[src/rtl/tlb_inv_sweep_if.sv]
// Invalidate-request, entry-read and entry-clear signals between the
// INVTLB sweep engine and the pipeline/TLB entry array.
interface tlb_inv_sweep_if #(
  parameter int TLBNUM = 32
);
  localparam int IDXW = $clog2(TLBNUM);

  logic            inv_en;
  logic [4:0]      inv_op;
  logic [9:0]      inv_asid;
  logic [18:0]     inv_vpn;
  logic [IDXW-1:0] rd_idx;
  logic            rd_e;
  logic            rd_g;
  logic [9:0]      rd_asid;
  logic [18:0]     rd_vppn;
  logic [5:0]      rd_ps;
  logic            clr_en;
  logic [IDXW-1:0] clr_idx;
  logic            busy;
  logic            done;
  logic            illegal_op;

  // master: the sweep engine, which drives the entry index and clears
  modport master (
    input  inv_en, inv_op, inv_asid, inv_vpn,
    input  rd_e, rd_g, rd_asid, rd_vppn, rd_ps,
    output rd_idx, clr_en, clr_idx, busy, done, illegal_op
  );

  // slave: the pipeline and entry array around the engine
  modport slave (
    output inv_en, inv_op, inv_asid, inv_vpn,
    output rd_e, rd_g, rd_asid, rd_vppn, rd_ps,
    input  rd_idx, clr_en, clr_idx, busy, done, illegal_op
  );
endinterface

[src/rtl/tlb_inv_sweep.sv]
// Sequential INVTLB engine: walks every TLB entry once per request and
// clears the exist bit of entries matching the latched op/asid/vpn.
module tlb_inv_sweep #(
  parameter int TLBNUM = 32
) (
  input  logic            clk,
  input  logic            rst,
  tlb_inv_sweep_if.master bus
);
  localparam int IDXW = $clog2(TLBNUM);

  typedef enum logic [1:0] {IDLE, SWEEP, FINISH} state_t;

  state_t          state;
  logic [IDXW-1:0] idx;
  logic [2:0]      op_q;
  logic [9:0]      asid_q;
  logic [18:0]     vpn_q;
  logic            busy_q;
  logic            done_q;
  logic            illegal_q;

  always_ff @(posedge clk or posedge rst) begin
    if (rst) begin
      state     <= IDLE;
      idx       <= '0;
      op_q      <= '0;
      asid_q    <= '0;
      vpn_q     <= '0;
      busy_q    <= 1'b0;
      done_q    <= 1'b0;
      illegal_q <= 1'b0;
    end else begin
      done_q    <= 1'b0;
      illegal_q <= 1'b0;
      case (state)
        IDLE: begin
          if (bus.inv_en) begin
            if (bus.inv_op <= 5'd6) begin
              op_q   <= bus.inv_op[2:0];
              asid_q <= bus.inv_asid;
              vpn_q  <= bus.inv_vpn;
              idx    <= '0;
              state  <= SWEEP;
              busy_q <= 1'b1;
            end else begin
              illegal_q <= 1'b1;
            end
          end
        end
        SWEEP: begin
          // last entry wraps the counter back to 0 on the way to FINISH
          idx <= idx + 1'b1;
          if (idx == IDXW'(TLBNUM - 1)) begin
            state  <= FINISH;
            busy_q <= 1'b0;
            done_q <= 1'b1;
          end
        end
        FINISH:  state <= IDLE;
        default: state <= IDLE;
      endcase
    end
  end

  logic sweeping;
  logic asid_eq;
  logic va_eq;
  logic hit;

  assign sweeping = (state == SWEEP);
  assign asid_eq  = (bus.rd_asid == asid_q);
  // 4MB pages (ps=21) only carry VPPN bits [18:9]
  assign va_eq    = (bus.rd_ps == 6'd21) ? (bus.rd_vppn[18:9] == vpn_q[18:9])
                                         : (bus.rd_vppn == vpn_q);

  always_comb begin
    hit = 1'b0;
    case (op_q)
      3'd0, 3'd1: hit = 1'b1;
      3'd2:       hit = bus.rd_g;
      3'd3:       hit = !bus.rd_g;
      3'd4:       hit = !bus.rd_g && asid_eq;
      3'd5:       hit = !bus.rd_g && asid_eq && va_eq;
      3'd6:       hit = (bus.rd_g || asid_eq) && va_eq;
      default:    hit = 1'b0;
    endcase
  end

  assign bus.rd_idx     = sweeping ? idx : '0;
  assign bus.clr_idx    = bus.rd_idx;
  assign bus.clr_en     = sweeping && bus.rd_e && hit;
  assign bus.busy       = busy_q;
  assign bus.done       = done_q;
  assign bus.illegal_op = illegal_q;
endmodule

[src/flat_wrapper.sv]
// flat-port wrapper written by rule: the top's interface ports become plain ports
module tlb_inv_sweep_flat 
#(
  parameter int TLBNUM = 32
)
  (clk, rst, bus_inv_en, bus_inv_op, bus_inv_asid, bus_inv_vpn, bus_rd_e, bus_rd_g, bus_rd_asid, bus_rd_vppn, bus_rd_ps, bus_rd_idx, bus_clr_en, bus_clr_idx, bus_busy, bus_done, bus_illegal_op);
  tlb_inv_sweep_if #(.TLBNUM(TLBNUM)) bus_i ();
  input  logic clk;
  input  logic rst;
  input wire logic [$bits(bus_i.inv_en)-1:0] bus_inv_en;
  input wire logic [$bits(bus_i.inv_op)-1:0] bus_inv_op;
  input wire logic [$bits(bus_i.inv_asid)-1:0] bus_inv_asid;
  input wire logic [$bits(bus_i.inv_vpn)-1:0] bus_inv_vpn;
  input wire logic [$bits(bus_i.rd_e)-1:0] bus_rd_e;
  input wire logic [$bits(bus_i.rd_g)-1:0] bus_rd_g;
  input wire logic [$bits(bus_i.rd_asid)-1:0] bus_rd_asid;
  input wire logic [$bits(bus_i.rd_vppn)-1:0] bus_rd_vppn;
  input wire logic [$bits(bus_i.rd_ps)-1:0] bus_rd_ps;
  output wire logic [$bits(bus_i.rd_idx)-1:0] bus_rd_idx;
  output wire logic [$bits(bus_i.clr_en)-1:0] bus_clr_en;
  output wire logic [$bits(bus_i.clr_idx)-1:0] bus_clr_idx;
  output wire logic [$bits(bus_i.busy)-1:0] bus_busy;
  output wire logic [$bits(bus_i.done)-1:0] bus_done;
  output wire logic [$bits(bus_i.illegal_op)-1:0] bus_illegal_op;
  assign bus_i.inv_en = bus_inv_en;
  assign bus_i.inv_op = bus_inv_op;
  assign bus_i.inv_asid = bus_inv_asid;
  assign bus_i.inv_vpn = bus_inv_vpn;
  assign bus_i.rd_e = bus_rd_e;
  assign bus_i.rd_g = bus_rd_g;
  assign bus_i.rd_asid = bus_rd_asid;
  assign bus_i.rd_vppn = bus_rd_vppn;
  assign bus_i.rd_ps = bus_rd_ps;
  assign bus_rd_idx = bus_i.rd_idx;
  assign bus_clr_en = bus_i.clr_en;
  assign bus_clr_idx = bus_i.clr_idx;
  assign bus_busy = bus_i.busy;
  assign bus_done = bus_i.done;
  assign bus_illegal_op = bus_i.illegal_op;
  tlb_inv_sweep #(.TLBNUM(TLBNUM)) u_core (.clk(clk), .rst(rst), .bus(bus_i));
endmodule
[config.mk]
export PLATFORM = sky130hd
export DESIGN_NAME = tlb_inv_sweep_flat
export DESIGN_NICKNAME = d
export VERILOG_FILES = /design/src/rtl/tlb_inv_sweep_if.sv /design/src/rtl/tlb_inv_sweep.sv /design/src/flat_wrapper.sv
export SDC_FILE = /design/constraint.sdc
export NUM_CORES = 1
export LEC_CHECK = 0
export CORE_UTILIZATION = 35
export CTS_BUF_LIST = sky130_fd_sc_hd__clkbuf_8
export CTS_CLUSTER_SIZE = 12
export DETAILED_ROUTE_END_ITERATION = 16
export GPL_TIMING_DRIVEN = 1
export PLACE_DENSITY_LB_ADDON = 0.25
export REMOVE_ABC_BUFFERS = 1
export SYNTH_ARGS = -nofsm -noshare
export SYNTH_HDL_FRONTEND = slang
export SYNTH_SLANG_ARGS = --single-unit
[constraint.sdc]
create_clock -name clk -period 1.7 [get_ports clk]
set_clock_uncertainty 0.05 [all_clocks]
set_input_delay 0.255 -clock clk [delete_from_list [all_inputs] [get_ports clk]]
set_output_delay 0.255 -clock clk [all_outputs]
set_load 0.01 [all_outputs]
* Yosys cells after proc, flatten, opt, wreduce, memory -nomap -nowiden
Index checks and enable logic that the tools add are counted.
Word-level totals: register bits after elaboration 42, bits of input ports 74, output and inout bits 14
Cells by class: add/subtract/negate cells 1, magnitude comparators 1, equality and inequality tests 15, mux-type cells 19, reductions and logical operators 15
Operators with widths (number):
- == test 10 bit | 2
- == test 19 bit | 1
- 2-to-1 mux 5 bit | 3
- case mux 5 bit (2 select lines) | 1
- == test 3 bit, second input constant | 3
- 2-to-1 mux 1 bit | 9
- AND reduction 3 bit | 3
- == test 3 x 2 -> 1 bit, second input constant | 2
- == test 6 x 5 -> 1 bit, second input constant | 1
- 2-to-1 mux 2 bit | 3
- case mux 1 bit (6 select lines) | 1
- adder 5 x 1 -> 5 bit, second input constant | 1
- == test 5 bit, second input constant | 1
- <= comparator 5 x 3 -> 1 bit, second input constant | 1
- logical AND 1 bit | 5
- != test 2 bit, second input constant | 2
- case mux 2 bit (2 select lines) | 1
- AND reduction 4 bit | 1
- == test 3 x 1 -> 1 bit, second input constant | 1
- logical NOT 3 bit | 1
- == test 2 x 1 -> 1 bit, second input constant | 1
- logical NOT 2 bit | 1
- != test 2 x 1 -> 1 bit, second input constant | 1
- case mux 1 bit (2 select lines) | 1
- 4 further kinds | 4

* Longest topological paths before layout
Gate-level depths: netlist of run 1.
depth after elaboration 5, gate-level depth with buffers 6, mapped depth without buffers 6

* Worst setup path before layout of run 1
OpenSTA, ideal clock, no wires.
kind register to output, from reg u_core.asid_q[5], to out bus_clr_en, data arrival time 1.392 ns, path slack 0.003 ns, cell stages (with the launch flop) 6, path through dfrtp_1 -> xor2_1 -> nor4_1 -> and3_1 -> a41oi_1 -> o31ai_1
On the way: cells in the longest elaborated chain, start to end 5, elaborated cells between the ends (all ways) 7, those cells by class eq/ne: 1; mux: 1; reduce/logical: 5
Ends and longest elaborated chain:
- start: declaration | RTL line tlb_inv_sweep.sv:17 | logic [9:0] asid_q;
- start signal: assignment | RTL line tlb_inv_sweep.sv:41 | asid_q <= bus.inv_asid;
- == test 10 bit (*) | RTL line tlb_inv_sweep.sv:72 | assign asid_eq = (bus.rd_asid == asid_q);
- logical OR 1 bit or logical AND 1 bit (tied branches) | RTL line tlb_inv_sweep.sv:85, tlb_inv_sweep.sv:83, tlb_inv_sweep.sv:84
- logical AND 1 bit, on equally long branches | RTL line tlb_inv_sweep.sv:85, tlb_inv_sweep.sv:84
- case mux 1 bit (6 select lines) (*) | RTL line tlb_inv_sweep.sv:79 | case (op_q)
- logical AND 1 bit (*) | RTL line tlb_inv_sweep.sv:92 | assign bus.clr_en = sweeping && bus.rd_e && hit;
- end: declaration | RTL line flat_wrapper.sv:20 | output wire logic [$bits(bus_i.clr_en)-1:0] bus_clr_en;
Mark *: on every way between the ends. The rest lies on a longest branch, timed or not.

* Worst setup path in the final report of run 1
from reg u_core.asid_q[0], to out bus_clr_en
The elaborated chain is that of the path after synthesis.

==> impl_metrics.csv, run 1 <==
group,metric,value,unit
status,status,"complete, but fails checks",
status,violations,"setup timing",
layout,fin_nets,355,
die,dieArea,6731,um^2
setup_path,critPathCaptureType,"output pin",
place,gp_congestion,0.8012,
sta,setup_viol,1,
logic_synthesis,ys_warn_count,0,
global_route,grt_start_max_net_pins,43,
layout,area_growth,54.52,%
drt,routedWlPerCell,13.18,um
global_route,grt_use_total,0.1569,
pwr,combPwrFrac,0.481,
sta,rsz0062_at_grt,"yes",
pwr,power_leakage,1.601,nW
cts,cts_tree,"built",
sta,maxSlewHeadroom,0.8273,
place,portBuffers,87,
drt,route.detailed.drc,0,
die,dieHeight,82.04,um
logic_synthesis,ys_seq_area_frac,0.4688,
pwr,clkPwrFrac,0.137,
hold_path,hold_class,"input port to asynchronous set/reset pin",
cts,clk_pin_slew,0.08,ns
logic_synthesis,synthesis.area,2242,um^2
layout,antenna_cells,0,
setup_path,cp_max_fo,2,
die,pin_count,88,
place,dp_slack,-0.9327,ns
logic_synthesis,synth_seq_cells,42,
setup_path,worstPathArrival,1.80,ns
pwr,pwr_density_cell,1370,nW/um^2
cts,cts_sinks,42,
drt,drtIter0Drc,31,
logic_synthesis,synth_area_per_cell,13.04,um^2
cts,clock_path_buffers,2,
sta,max_freq,475.7,MHz
logic_synthesis,yosysUniqueCellTypes,34,
job,maxCapViolations,0,
pwr,intPower,0.003304,W
sta,fin_ws,-0.4020,ns
cts,htreeDepth,2,
sta,drv_slew,0,
drt,route.vias.total,1634,
setup_path,critPathRequiredTime,1.39,ns
setup_path,crit_type,"flip-flop to output pin",
layout,drive_above_1_share,0.2821,
pwr,swShare,0.3042,
sta,period_share,1.236,
sta,worstMarginPinSlew,0.2569,ns
drt,ant_nets,0,
die,start_util,0.3699,
sta,hold_viol,0,
logic_synthesis,synth_cells,172,
die,coreArea,6061,um^2
pwr,switching_power,0.001444,W
global_route,grt-ovfl-total,0,
die,placementRows,28,
setup_path,start_kind,"flip-flop",
cts,cts_buffers,5,
global_route,grt_pass1_vias,1701,
global_route,antenna_found_initial,0,
drt,first_pass_iters,4,
die,fp.dieW,82.04,um
place,dpl.hpwl,3537,um
cts,cts-root-buf,"clkbuf_8",
drt,routed_wl,4678,um
drt,viasPerCell,4.603,
pwr,pwr-share-seq,0.382,
sta,holdWs,0.2438,ns
cts,clk_latency,0.29,ns
sta,fin_crit,2.102,ns
pwr,peakVddDrop,0.8934,mV
global_route,grt_pass1_wl,7817,um
[final timing paths]
kind / cells past startpoint / slack, ns / start / end
max reg2reg: 5 / 0.13 / u_core.state[1] / u_core.vpn_q[12]
min reg2reg: 2 / 0.44 / u_core.bus.busy / u_core.bus.busy
min in group clk: 2 / 0.44 / u_core.bus.busy / u_core.bus.busy
min: 3 / 0.24 / rst / u_core.vpn_q[7]
max: 6 / -0.40 / u_core.asid_q[0] / bus_clr_en
max in group asynchronous: 3 / 1.15 / rst / u_core.asid_q[7]
[through the flow]
stage / utilization / power (W) / std cells / setup TNS [ns] / instance area, um^2
after detailed placement: 0.5444 / 0.003963 / 344 / -7.855 / 3299
after global placement: 0.5444 / 0.003917 / 344 / -7.665 / 3299
after floorplan: - / 0.003044 / 163 / -6.655 / 2167
after global routing: 0.5716 / 0.005121 / 355 / -0.5447 / 3465
after CTS: 0.5640 / 0.004630 / 352 / -0.4296 / 3418
final: 0.5716 / 0.004748 / 355 / -0.4020 / 3465
[sequential cells by signal (all words and copies together) (netlist names)]
signal and flops:
u_core.asid_q 10, u_core.state 2, u_core.idx 5, u_core.vpn_q 19
u_core.bus.done 1, u_core.bus.busy 1, u_core.op_q 3, u_core.bus.illegal_op 1
[cells by family (layout without fill, tap and decap cells)]
family                   after synthesis  after routing  synth area share
AO/OA/AOI/OAI                         15             15           0.05469
XOR/XNOR                              33             33            0.1289
adder cells (fa/ha/maj)                2              2           0.01116
buffers and inverters                 13            121           0.04018
flip-flops                            42             42            0.4688
multiplexers                          32             32            0.2076
AND/OR/NAND/NOR                       35             35           0.08873
[power by group through the flow]
stage	combinational [W]	sequential (W)	clock [W]
after floorplan	0.00127	0.00177	0
after global placement	0.00210	0.00182	0
after detailed placement	0.00215	0.00181	0
after CTS	0.00213	0.00181	0.000686
after global routing	0.00252	0.00188	0.000724
final	0.00228	0.00181	0.000649
[repair_timing]
item | CTS | global route
resized for setup | 37 | 26
gates cloned | 0 | 1
setup buffers | 0 | 3
pin swaps | 7 | 6
endpoints found under the setup margin | 11 | 10
hold buffers | 0 | 0
[metal layers]
layer,vias to the layer above,wire (um),track usage
met2,51,2139,0.2397
met5,-,0,0
met3,8,303,0.05222
met4,0,74,0.06316
li1,810,-,-
met1,765,2161,0.2028
[cell usage in the layout (no fill, tap or decap), types with 3 or more instances in the layout]
master,n
a21oi_1,3
and2_4,4
buf_4,18
buf_6,9
clkbuf_8,6
clkdlybuf4s50_1,75
dfrtp_1,42
inv_1,4
mux2_1,4
mux2_4,28
nand2_1,3
nand3_1,3
nand4_1,4
nor2_1,4
nor4_2,3
xnor2_1,17
xor2_1,16
[worst max-delay path, cell delays in order (launching register included)]
cell and delay, ns:
dfrtp_1 0.39, xor2_1 0.15, nor4_2 0.31, and3_1 0.19, a41oi_1 0.05, o31ai_2 0.23
buf_2 0.18
[synthesized netlist by cell type]
cell type | n | area share
dfrtp_1 | 42 | 0.47
mux2_4 | 28 | 0.19
xnor2_1 | 17 | 0.066
xor2_1 | 16 | 0.062
and2_1 | 6 | 0.017
buf_4 | 5 | 0.017
nor2_1 | 5 | 0.0084
inv_1 | 4 | 0.0067
mux2_1 | 4 | 0.020
nand4_1 | 4 | 0.011
nor4_1 | 4 | 0.011
a21oi_1 | 3 | 0.0067
buf_6 | 3 | 0.015
nand2_1 | 3 | 0.0050
nand3_1 | 3 | 0.0067
a22o_1 | 2 | 0.0078
and3_1 | 2 | 0.0056
ha_1 | 2 | 0.011
nand2b_1 | 2 | 0.0056
nor3_1 | 2 | 0.0045
o21ai_0 | 2 | 0.0045
a221oi_1 | 1 | 0.0039
a311o_1 | 1 | 0.0045
a311oi_4 | 1 | 0.012
a31oi_1 | 1 | 0.0028
a41oi_1 | 1 | 0.0039
and4_1 | 1 | 0.0039
clkbuf_1 | 1 | 0.0017
nand2_2 | 1 | 0.0028
nor2b_1 | 1 | 0.0028
nor4bb_1 | 1 | 0.0045
o211ai_1 | 1 | 0.0033
o21ai_1 | 1 | 0.0022
o31ai_1 | 1 | 0.0033
[final cells by class]
cell class,instances,area [um^2]
Tap cell,75,93.84
Sequential cell,42,1051
Fill cell,540,2596
Clock inverter,2,8.758
Multi-Input combinational cell,117,1149
Inverter,4,15.01
Timing Repair Buffer,109,1065
Clock buffer,6,82.58
(Power assumes the default switching activity.)
==> run 2, diff against run 1 <==
Settings changed: CORE_MARGIN set to 2.
==> run 2 against run 1 <==
The flow still finishes with violations (setup timing). Non-clock buffer count up 5. Setup slack got worse by 0.051 ns. Core utilization decreased by 2.3 points. Sequential share of layout area rose by 0.18 points. Critical path depth stayed put. Total power is 1.3% lower. Sequential power is essentially flat.
==> impl_metrics.csv, run 2 (same netlist as run 1, synthesis figures left out) <==
group,metric,value,unit
status,status,"complete, but fails checks",
status,violations,"setup timing",
drt,first_pass_iters,4,
drt,routedWlPerCell,13.17,um
place,dpl.hpwl,3695,um
layout,largest_registers,"u_core.vpn_q (19), u_core.asid_q (10), u_core.idx (5)",
pwr,peakVddDrop,0.6498,mV
sta,maxSlewHeadroom,0.7718,
sta,rsz0062_at_grt,"yes",
cts,cts-root-buf,"clkbuf_8",
layout,antenna_cells,0,
sta,worstMarginPinSlew,0.3392,ns
layout,regMostFlops,"u_core.vpn_q",
sta,max_freq,464.5,MHz
job,maxCapViolations,0,
cts,clk_latency,0.29,ns
pwr,pwr_density_cell,1361,nW/um^2
die,dieHeight,84.04,um
layout,fin_nets,360,
setup_path,worstPathArrival,1.85,ns
cts,htreeDepth,2,
sta,fin_crit,2.153,ns
drt,ant_nets,0,
layout,stdcell_count,362,
cts,clock_path_buffers,2,
setup_path,crit_type,"flip-flop to output pin",
pwr,power_leakage,1.609,nW
die,fp.dieW,84.04,um
layout,layout_common_cells,"clkdlybuf4s50_1 (75), dfrtp_1 (42), mux2_4 (28)",
global_route,grt_start_max_net_pins,43,
global_route,grt-ovfl-total,0,
setup_path,critPathCaptureType,"output pin",
layout,area_growth,53.63,%
setup_path,cp_max_fo,2,
drt,viasPerCell,4.561,
cts,cts_tree,"built",
drt,route.detailed.drc,0,
die,pin_count,88,
setup_path,reg2reg_slack,0.08,ns
sta,hold_viol,0,
layout,mostFrequentLayoutCell,"clkdlybuf4s50_1",
cts,cts_buffers,5,
drt,routed_wl,4766,um
sta,period_share,1.266,
global_route,grt_pass1_wl,8024,um
global_route,antenna_found_initial,0,
die,dieArea,7063,um^2
sta,setup_viol,1,
global_route,grt_use_total,0.1411,
drt,drtIter0Drc,67,
die,placementRows,29,
place,gp_congestion,0.7642,
setup_path,critPathRequiredTime,1.39,ns
drt,route.vias.total,1651,
cts,cts_sinks,42,
cts,clk_pin_slew,0.08,ns
sta,drv_slew,0,
die,start_util,0.3572,
layout,largest_reg_flops,19,
layout,drive_above_1_share,0.2877,
place,placed_cells,351,
hold_path,hold_class,"input port to asynchronous set/reset pin",
sta,fin_ws,-0.4529,ns
global_route,grt_pass1_vias,1788,
die,coreArea,6277,um^2
setup_path,start_kind,"flip-flop",
pwr,total_power,0.004687,W
place,portBuffers,87,
run 2: critical path, cell delays in order (launching register included):
cell and delay (ns):
dfrtp_1 0.39, xnor2_1 0.17, nand4_1 0.12, nor4_1 0.36, nand3_1 0.12, o31ai_1 0.21
buf_2 0.17
run 2: stage by stage:
stage	setup TNS, ns	hold slack, ns	setup slack [ns]	utilization	cell area, um^2
floorplan	-6.655	0.3368	-0.2275	-	2167
global placement	-8.351	0.4272	-0.9970	0.5340	3352
detailed placement	-7.929	0.4386	-0.9721	0.5340	3352
CTS	-0.4930	0.2574	-0.4930	0.5541	3478
global route	-0.5761	0.2736	-0.5761	0.5487	3445
finish	-0.4529	0.2574	-0.4529	0.5487	3445
run 2: area by class of cell:
class                      instances  area (um^2)
clock buffer                       5        68.82
clock inverter                     3        40.04
fill                             568         2833
inverter                           4        15.01
multi-input combinational        117         1119
sequential                        42         1051
tap                               77        96.34
timing repair buffer             114         1055
run 2: report_power, final:
part	total, W	internal, W	switching, W
clock	0.000777	0.000432	0.000345
sequential	0.00180	0.00147	0.000334
combinational	0.00211	0.00137	0.000742
total	0.00469	0.00327	0.00142
run 2: path summary, 6_finish.rpt:
kind                             startpoint                to  cells past startpoint
max reg2reg                 u_core.state[1]  u_core.asid_q[0]                      6
max in group asynchronous               rst  u_core.asid_q[1]                      3
min reg2reg                 u_core.bus.busy   u_core.bus.busy                      2
min                                     rst  u_core.vpn_q[11]                      3
min in group clk            u_core.bus.busy   u_core.bus.busy                      2
max                        u_core.vpn_q[15]        bus_clr_en                      6
run 2: metal layers:
layer	global-route usage	routed length [um]
met4	0.03959	63
met1	0.1724	2021
met3	0.03561	285
met5	0	0
met2	0.2453	2396
run 2: what timing repair did:
item	in CTS	in global routing
hold buffers	0	0
resized for setup	28	13
pin swaps	4	1
setup endpoints to repair	11	14
buffers inserted	2	1
hold endpoints to repair	0	0
